===== config.mk =====
export PLATFORM = sky130hd
export DESIGN_NAME = seq_fixedpoint_sincos
export DESIGN_NICKNAME = d
export VERILOG_FILES = /design/src/rtl/fixedpoint_pkg.sv /design/src/rtl/seq_cordic_rot_stage.sv /design/src/rtl/seq_fixedpoint_sincos.sv
export SDC_FILE = /design/constraint.sdc
export NUM_CORES = 1
export LEC_CHECK = 0
export ABC_AREA = 1
export BUFFER_PORTS_ARGS = -buffer_cell sky130_fd_sc_hd__buf_4
export CORE_MARGIN = 8
export CORE_UTILIZATION = 58
export DETAILED_ROUTE_END_ITERATION = 8
export PLACE_DENSITY = 0.74
export SETUP_SLACK_MARGIN = 0.1
export SLEW_MARGIN = 25
export SYNTH_ARGS = -nofsm -noshare
export SYNTH_HDL_FRONTEND = slang
export SYNTH_HIERARCHICAL = 1
export SYNTH_SLANG_ARGS = --single-unit

===== constraint.sdc =====
create_clock -name clk -period 4.9 [get_ports clk]
set_input_delay 0.98 -clock clk [delete_from_list [all_inputs] [get_ports clk]]
set_output_delay 0.98 -clock clk [all_outputs]
set_load 0.005 [all_outputs]

===== src/rtl/fixedpoint_pkg.sv =====
// rtl/fixedpoint_pkg.sv - Q4.28 constants, FSM states and the shared zoom format conversion
package fixedpoint_pkg;

    typedef enum logic [1:0] {IDLE, ROT, DONE} state_t;

    localparam int Q_FRAC = 28;

    localparam logic signed [31:0] PI           = 32'sh3243F6A9;
    localparam logic signed [31:0] HALF_PI      = 32'sh1921FB54;
    localparam logic signed [31:0] CORDIC_INV_K = 32'sh09B74EDA;

    localparam logic signed [31:0] ATAN_TABLE [0:23] = '{
        32'sh0C90FDAA, 32'sh076B19C1, 32'sh03EB6EBF, 32'sh01FD5BAA,
        32'sh00FFAADE, 32'sh007FF557, 32'sh003FFEAB, 32'sh001FFFD5,
        32'sh000FFFFB, 32'sh0007FFFF, 32'sh00040000, 32'sh00020000,
        32'sh00010000, 32'sh00008000, 32'sh00004000, 32'sh00002000,
        32'sh00001000, 32'sh00000800, 32'sh00000400, 32'sh00000200,
        32'sh00000100, 32'sh00000080, 32'sh00000040, 32'sh00000020
    };

    // Rescale fraction bits; rounding is half-up (add half an output LSB, then floor).
    function automatic logic signed [63:0] zoom_raw(input logic signed [63:0] v, input int fin,
                                                    input int fout, input bit rnd);
        logic signed [63:0] r;
        if (fin > fout) begin
            r = v;
            if (rnd) r = r + (64'sd1 <<< (fin - fout - 1));
            r = r >>> (fin - fout);
        end else begin
            r = v <<< (fout - fin);
        end
        return r;
    endfunction

    // Rescale and clamp to a signed wout-bit code.
    function automatic logic signed [63:0] zoom(input logic signed [63:0] v, input int fin,
                                                input int fout, input int wout, input bit rnd);
        logic signed [63:0] r;
        logic signed [63:0] hi;
        logic signed [63:0] lo;
        r  = zoom_raw(v, fin, fout, rnd);
        hi = (64'sd1 <<< (wout - 1)) - 64'sd1;
        lo = -(64'sd1 <<< (wout - 1));
        if (r > hi) r = hi;
        else if (r < lo) r = lo;
        return r;
    endfunction

    // True when zoom had to clamp.
    function automatic logic zoom_sat(input logic signed [63:0] v, input int fin,
                                      input int fout, input int wout, input bit rnd);
        logic signed [63:0] r;
        logic signed [63:0] hi;
        logic signed [63:0] lo;
        r  = zoom_raw(v, fin, fout, rnd);
        hi = (64'sd1 <<< (wout - 1)) - 64'sd1;
        lo = -(64'sd1 <<< (wout - 1));
        return (r > hi) || (r < lo);
    endfunction

endpackage


===== src/rtl/seq_cordic_rot_stage.sv =====
// rtl/seq_cordic_rot_stage.sv - one CORDIC rotation, combinational, indexed by iteration i
module seq_cordic_rot_stage
    import fixedpoint_pkg::*;
#(
    parameter int WR  = 18,
    parameter int WRF = 14,
    parameter int IW  = 5
) (
    input  logic signed [WR-1:0] x_in,
    input  logic signed [WR-1:0] y_in,
    input  logic signed [WR-1:0] z_in,
    input  logic [IW-1:0]        i,
    output logic signed [WR-1:0] x_out,
    output logic signed [WR-1:0] y_out,
    output logic signed [WR-1:0] z_out
);

    logic signed [WR-1:0] atan_r;
    logic signed [WR-1:0] xs;
    logic signed [WR-1:0] ys;

    // Rotate toward z=0 using the pre-update x and y.
    always_comb begin
        atan_r = WR'(zoom(64'(ATAN_TABLE[i]), Q_FRAC, WRF, WR, 1'b1));
        xs     = x_in >>> i;
        ys     = y_in >>> i;
        if (!z_in[WR-1]) begin
            x_out = x_in - ys;
            y_out = y_in + xs;
            z_out = z_in - atan_r;
        end else begin
            x_out = x_in + ys;
            y_out = y_in - xs;
            z_out = z_in + atan_r;
        end
    end

endmodule


===== src/rtl/seq_fixedpoint_sincos.sv =====
// rtl/seq_fixedpoint_sincos.sv - multi-cycle CORDIC sin/cos; cos path built under FIXEDPOINT_SINCOS_COS_EN
module seq_fixedpoint_sincos
    import fixedpoint_pkg::*;
#(
    parameter int WII    = 4,
    parameter int WIF    = 8,
    parameter int WOI    = 2,
    parameter int WOF    = 12,
    parameter int N_ITER = 12,
    parameter int GUARD  = 2,
    parameter int ROUND  = 1
) (
    input  logic                 clk,
    input  logic                 rst,
    input  logic                 in_valid,
    output logic                 in_ready,
    input  logic [WII+WIF-1:0]   in_angle,
    output logic                 out_valid,
    input  logic                 out_ready,
    output logic [WOI+WOF-1:0]   out_sin,
    output logic [WOI+WOF-1:0]   out_cos,
    output logic                 out_overflow
);

    localparam int WRF = ((WIF > WOF) ? WIF : WOF) + GUARD;
    localparam int WR  = 4 + WRF;
    localparam int WO  = WOI + WOF;
    localparam int IW  = 5;

    localparam logic signed [WR-1:0] PI_R    = WR'(zoom(64'(PI), Q_FRAC, WRF, WR, 1'b1));
    localparam logic signed [WR-1:0] HALF_R  = WR'(zoom(64'(HALF_PI), Q_FRAC, WRF, WR, 1'b1));
    localparam logic signed [WR-1:0] INV_K_R = WR'(zoom(64'(CORDIC_INV_K), Q_FRAC, WRF, WR, 1'b1));

    state_t state, state_nx;
    logic signed [WR-1:0] x, y, z;
    logic signed [WR-1:0] x_nx, y_nx, z_nx;
    logic [IW-1:0]        iter;
    logic                 ovf_in;
    logic signed [63:0]   ang_w;
    logic signed [WR-1:0] ang_r;
    logic signed [WR-1:0] load_z;
    logic                 ang_ovf;
    logic                 capture;
    logic [WO-1:0]        sin_c;
    logic                 sin_sat;
    logic                 cos_sat;

    seq_cordic_rot_stage #(.WR(WR), .WRF(WRF), .IW(IW)) u_rot (
        .x_in  (x),
        .y_in  (y),
        .z_in  (z),
        .i     (iter),
        .x_out (x_nx),
        .y_out (y_nx),
        .z_out (z_nx)
    );

    // Range check and quadrant fold of the incoming angle.
    always_comb begin
        ang_w   = zoom_raw(64'(signed'(in_angle)), WIF, WRF, 1'b1);
        ang_r   = WR'(ang_w);
        ang_ovf = (ang_w > 64'(PI_R)) || (ang_w < -64'(PI_R));
        load_z  = ang_r;
        if (ang_w > 64'(HALF_R)) load_z = PI_R - ang_r;
        else if (ang_w < -64'(HALF_R)) load_z = -PI_R - ang_r;
    end

    // Sin output conversion.
    always_comb begin
        sin_c   = WO'(zoom(64'(y), WRF, WOF, WO, ROUND != 0));
        sin_sat = zoom_sat(64'(y), WRF, WOF, WO, ROUND != 0);
    end

    assign capture = (state == DONE) && !out_valid;

    // State register.
    always_ff @(posedge clk) begin
        if (rst) state <= IDLE;
        else     state <= state_nx;
    end

    // Next state and input handshake.
    always_comb begin
        state_nx = state;
        in_ready = 1'b0;
        case (state)
            IDLE: begin
                in_ready = 1'b1;
                if (in_valid) state_nx = ang_ovf ? DONE : ROT;
            end
            ROT:     if (iter == IW'(N_ITER - 1)) state_nx = DONE;
            DONE:    if (out_valid && out_ready) state_nx = IDLE;
            default: state_nx = IDLE;
        endcase
    end

    // CORDIC datapath and sin/overflow result registers.
    always_ff @(posedge clk) begin
        if (rst) begin
            x            <= '0;
            y            <= '0;
            z            <= '0;
            iter         <= '0;
            ovf_in       <= 1'b0;
            out_valid    <= 1'b0;
            out_sin      <= '0;
            out_overflow <= 1'b0;
        end else begin
            case (state)
                IDLE: if (in_valid) begin
                    ovf_in <= ang_ovf;
                    x      <= ang_ovf ? '0 : INV_K_R;
                    y      <= '0;
                    z      <= ang_ovf ? '0 : load_z;
                    iter   <= '0;
                end
                ROT: begin
                    x    <= x_nx;
                    y    <= y_nx;
                    z    <= z_nx;
                    iter <= iter + 1'b1;
                end
                DONE: begin
                    if (capture) begin
                        out_sin      <= sin_c;
                        out_overflow <= ovf_in | sin_sat | cos_sat;
                        out_valid    <= 1'b1;
                    end else if (out_ready) begin
                        out_valid    <= 1'b0;
                    end
                end
                default: ;
            endcase
        end
    end

`ifdef FIXEDPOINT_SINCOS_COS_EN
    logic                 cneg;
    logic signed [WR-1:0] x_cos;
    logic [WO-1:0]        cos_c;

    // Cos sign from the fold, and the cos result register.
    always_ff @(posedge clk) begin
        if (rst) begin
            cneg    <= 1'b0;
            out_cos <= '0;
        end else begin
            if (state == IDLE && in_valid)
                cneg <= !ang_ovf && ((ang_w > 64'(HALF_R)) || (ang_w < -64'(HALF_R)));
            if (capture) out_cos <= cos_c;
        end
    end

    // Cos output conversion after undoing the fold.
    always_comb begin
        x_cos   = cneg ? -x : x;
        cos_c   = WO'(zoom(64'(x_cos), WRF, WOF, WO, ROUND != 0));
        cos_sat = zoom_sat(64'(x_cos), WRF, WOF, WO, ROUND != 0);
    end
`else
    assign cos_sat = 1'b0;
    assign out_cos = '0;
`endif

endmodule


==> flow_summary.yaml <==
finish:
  mostFrequentLayoutCells: "nand2_1, nand3_1, inv_1"
  antenna_cells: 0
  final_util_pct: 63.3
  final_common_cell: "nand2_1"
  synthToLayoutAreaGrowth_pct: 7.06
  fin_nets: 1837
  drive_above_1_share_pct: 9.30
drt:
  drtIter0Drc: 1345
  wl_um: 30600
  drc_errors: 0
  wl_per_cell_um: 15.5
  ant_nets: 0
  firstDrtPassIters: 6
  via_per_inst: 5.73
  vias: 11326
worst_setup_path:
  crit_type: "reg -> reg"
  cp-start-kind: "register"
  crit_fanout: 25
  critPathMostFrequentCell: "nand2_1"
  crit_required_ns: 5.19
  critical_path.endpoint_type: "register"
  slowest_delay_ns: 0.36
  critPathArrivalTime_ns: 4.83
  worst_path_max_delay_cell: "dfxtp_2"
  ff2ff_setup_slack_ns: 0.36
synthesis:
  synthCells: 1741
  syn_area_mm2: 0.0102
  ys_seq_area_share_pct: 15.3
  synth-edff-count: 0
  async_flop_share_pct: 0
  postSynthAreaPerCell_um2: 5.85
  synth_ff_type: "dfxtp_1"
  ys.warnings.count: 6
  ys_ff_latch: 78
  yosysUniqueCellTypes: 56
global_route:
  antenna_found_initial: 0
  grt_max_degree: 51
  grt.total_usage_pct: 26.9
  grt_pass1_vias: 9782
  grt_pass1_wl_um: 48700
  grt.overflow.total: 0
floorplan:
  die_area_mm2: 0.0221
  io_pins: 47
  fp.dieH_um: 149
  die_w_um: 149
  core_mm2: 0.0172
  num_rows: 48
  initial_core_util_pct: 59.1
timing:
  fin_crit_ns: 4.54
  worst_pin_slew_ns: 1.05
  rsz0062_at_grt: "true"
  min_period_over_period_pct: 92.7
  setup_violations: 0
  skew_ns: 0.0128
  final_max_slew_viol_count: 0
  final.setup.tns_ns: 0
  setup_ws_ns: 0.358
  relSlewSlack_pct: 29.3
  fmax_ghz: 0.220
  hold_violations: 0
power_and_ir_drop:
  cellPowerDensity_mw_per_mm2: 343
  leakage_nw: 5.51
  ir_worst_vdd_v: 0.000210
clock_network:
  clk_path_buf_depth: 2
  cts_max_level: 3
  cts_tree: "done"
  postCtsHoldBufs: 0
  root_buffer: "clkbuf_16"
  numCtsBuffers: 9
  clock_latency_ns: 0.36
  clock-sinks: 78
  clkTransAtPathRegs_ns: 0.08
place:
  hpwl_um: 23300
  gp_congestion: 0.985
  dp_slack_ns: 0.339
  io_buffers: 32
outcome:
  status: "finished clean"
worst_hold_path:
  hold_class: "reg -> reg"
flow_run:
  maxCapViolations: 0
metrics by stage:
step           cells  area, µm²  total power, mW  hold WS, ns
2_1_floorplan   1754      10200             2.53        0.439
3_3_place_gp    1960      10500             2.99        0.455
3_5_place_dp    1960      10500             3.01        0.461
4_1_cts         1976      10800             3.69        0.471
5_1_grt         1978      10900             4.07        0.486
6_report        1978      10900             3.74        0.470
routing by layer:
layer | wire, µm | GRT usage, %
met5 | 0 | 0
met4 | 876 | 10.2
met1 | 14200 | 37.1
met2 | 13300 | 41.5
met3 | 2200 | 3.49
logic make-up after synthesis:
kind of cell / after synthesis / share of synthesized area [%]
other: 1 / 0.0368
AND/OR/NAND/NOR: 953 / 40.9
adder cells (fa/ha/maj): 73 / 9.19
XOR/XNOR: 86 / 7.47
buffers and inverters: 242 / 10.3
flip-flops: 78 / 15.3
AO/OA/AOI/OAI: 308 / 16.8
power breakdown:
part           leakage [nW]  switching, mW  total [mW]  internal (mW)
Sequential            0.638         0.0802       0.782          0.702
Combinational          4.74           1.44        2.29          0.844
Clock                 0.130          0.322       0.672          0.350
Total                  5.51           1.85        3.74           1.90
cell type report:
type / instances / area (µm²)
Multi-Input combinational cell: 1434 / 7680
Inverter: 171 / 649
Sequential cell: 78 / 1560
Timing Repair Buffer: 54 / 452
Clock buffer: 9 / 225
Clock inverter: 7 / 56.3
Tap cell: 225 / 282
Fill cell: 1717 / 6330
state kept, by name (all words and copies together) (netlist names):
name and count:
iter 5, ovf_in 1, y 18, x 18, out_overflow 1, out_valid 1, state 2, out_sin 14
z 18
timing repair:
item | 4_1_cts | 5_1_grt
gates resized for setup | 0 | 17
buffers inserted | 0 | 1
setup endpoints to repair | 0 | 15
worst paths after layout:
kind,startpoint,to,cells past startpoint
max,iter[0],x[17],28
min,out_sin[0],out_sin[0],2
max reg2reg,iter[0],x[17],28
min reg2reg,out_sin[0],out_sin[0],2
worst max-delay path: cells and delay by family, from the launching register on:
kind / cells / cell delay (ns)
simple gates: 15 / 1.73
compound gates: 5 / 1.00
buf+inv: 5 / 0.68
fa+ha+maj: 2 / 0.54
flops: 1 / 0.36
xor+xnor: 1 / 0.14
synth_stat cells (3+ instances only):
master,instances,area (µm²)
o21bai_1,4,30.0
buf_1,5,18.8
o211ai_1,6,45.0
ha_1,70,876
o2111ai_1,4,35.0
inv_2,13,48.8
buf_2,23,115
nor2_4,6,67.6
o22ai_1,10,62.6
o21ai_0,88,440
inv_1,153,574
clkbuf_1,19,71.3
nand2_1,542,2030
dfxtp_1,78,1560
nand3_1,193,966
nor3_1,11,55.1
nand3_2,14,140
xnor2_1,30,263
nand4_1,20,125
o21a_1,10,75.1
buf_6,5,56.3
inv_4,3,18.8
xor2_1,55,482
o21ai_2,3,26.3
or2_2,4,25.0
nand2_2,12,75.1
nand3b_1,5,37.5
buf_4,19,143
nor2_2,11,68.8
nor2_1,126,473
o31ai_1,4,30.0
a21o_1,3,22.5
o21ai_1,15,75.1
a21oi_1,145,726
a31oi_1,4,25.0
fa_1,3,60.1
(Power assumes the default switching activity.)
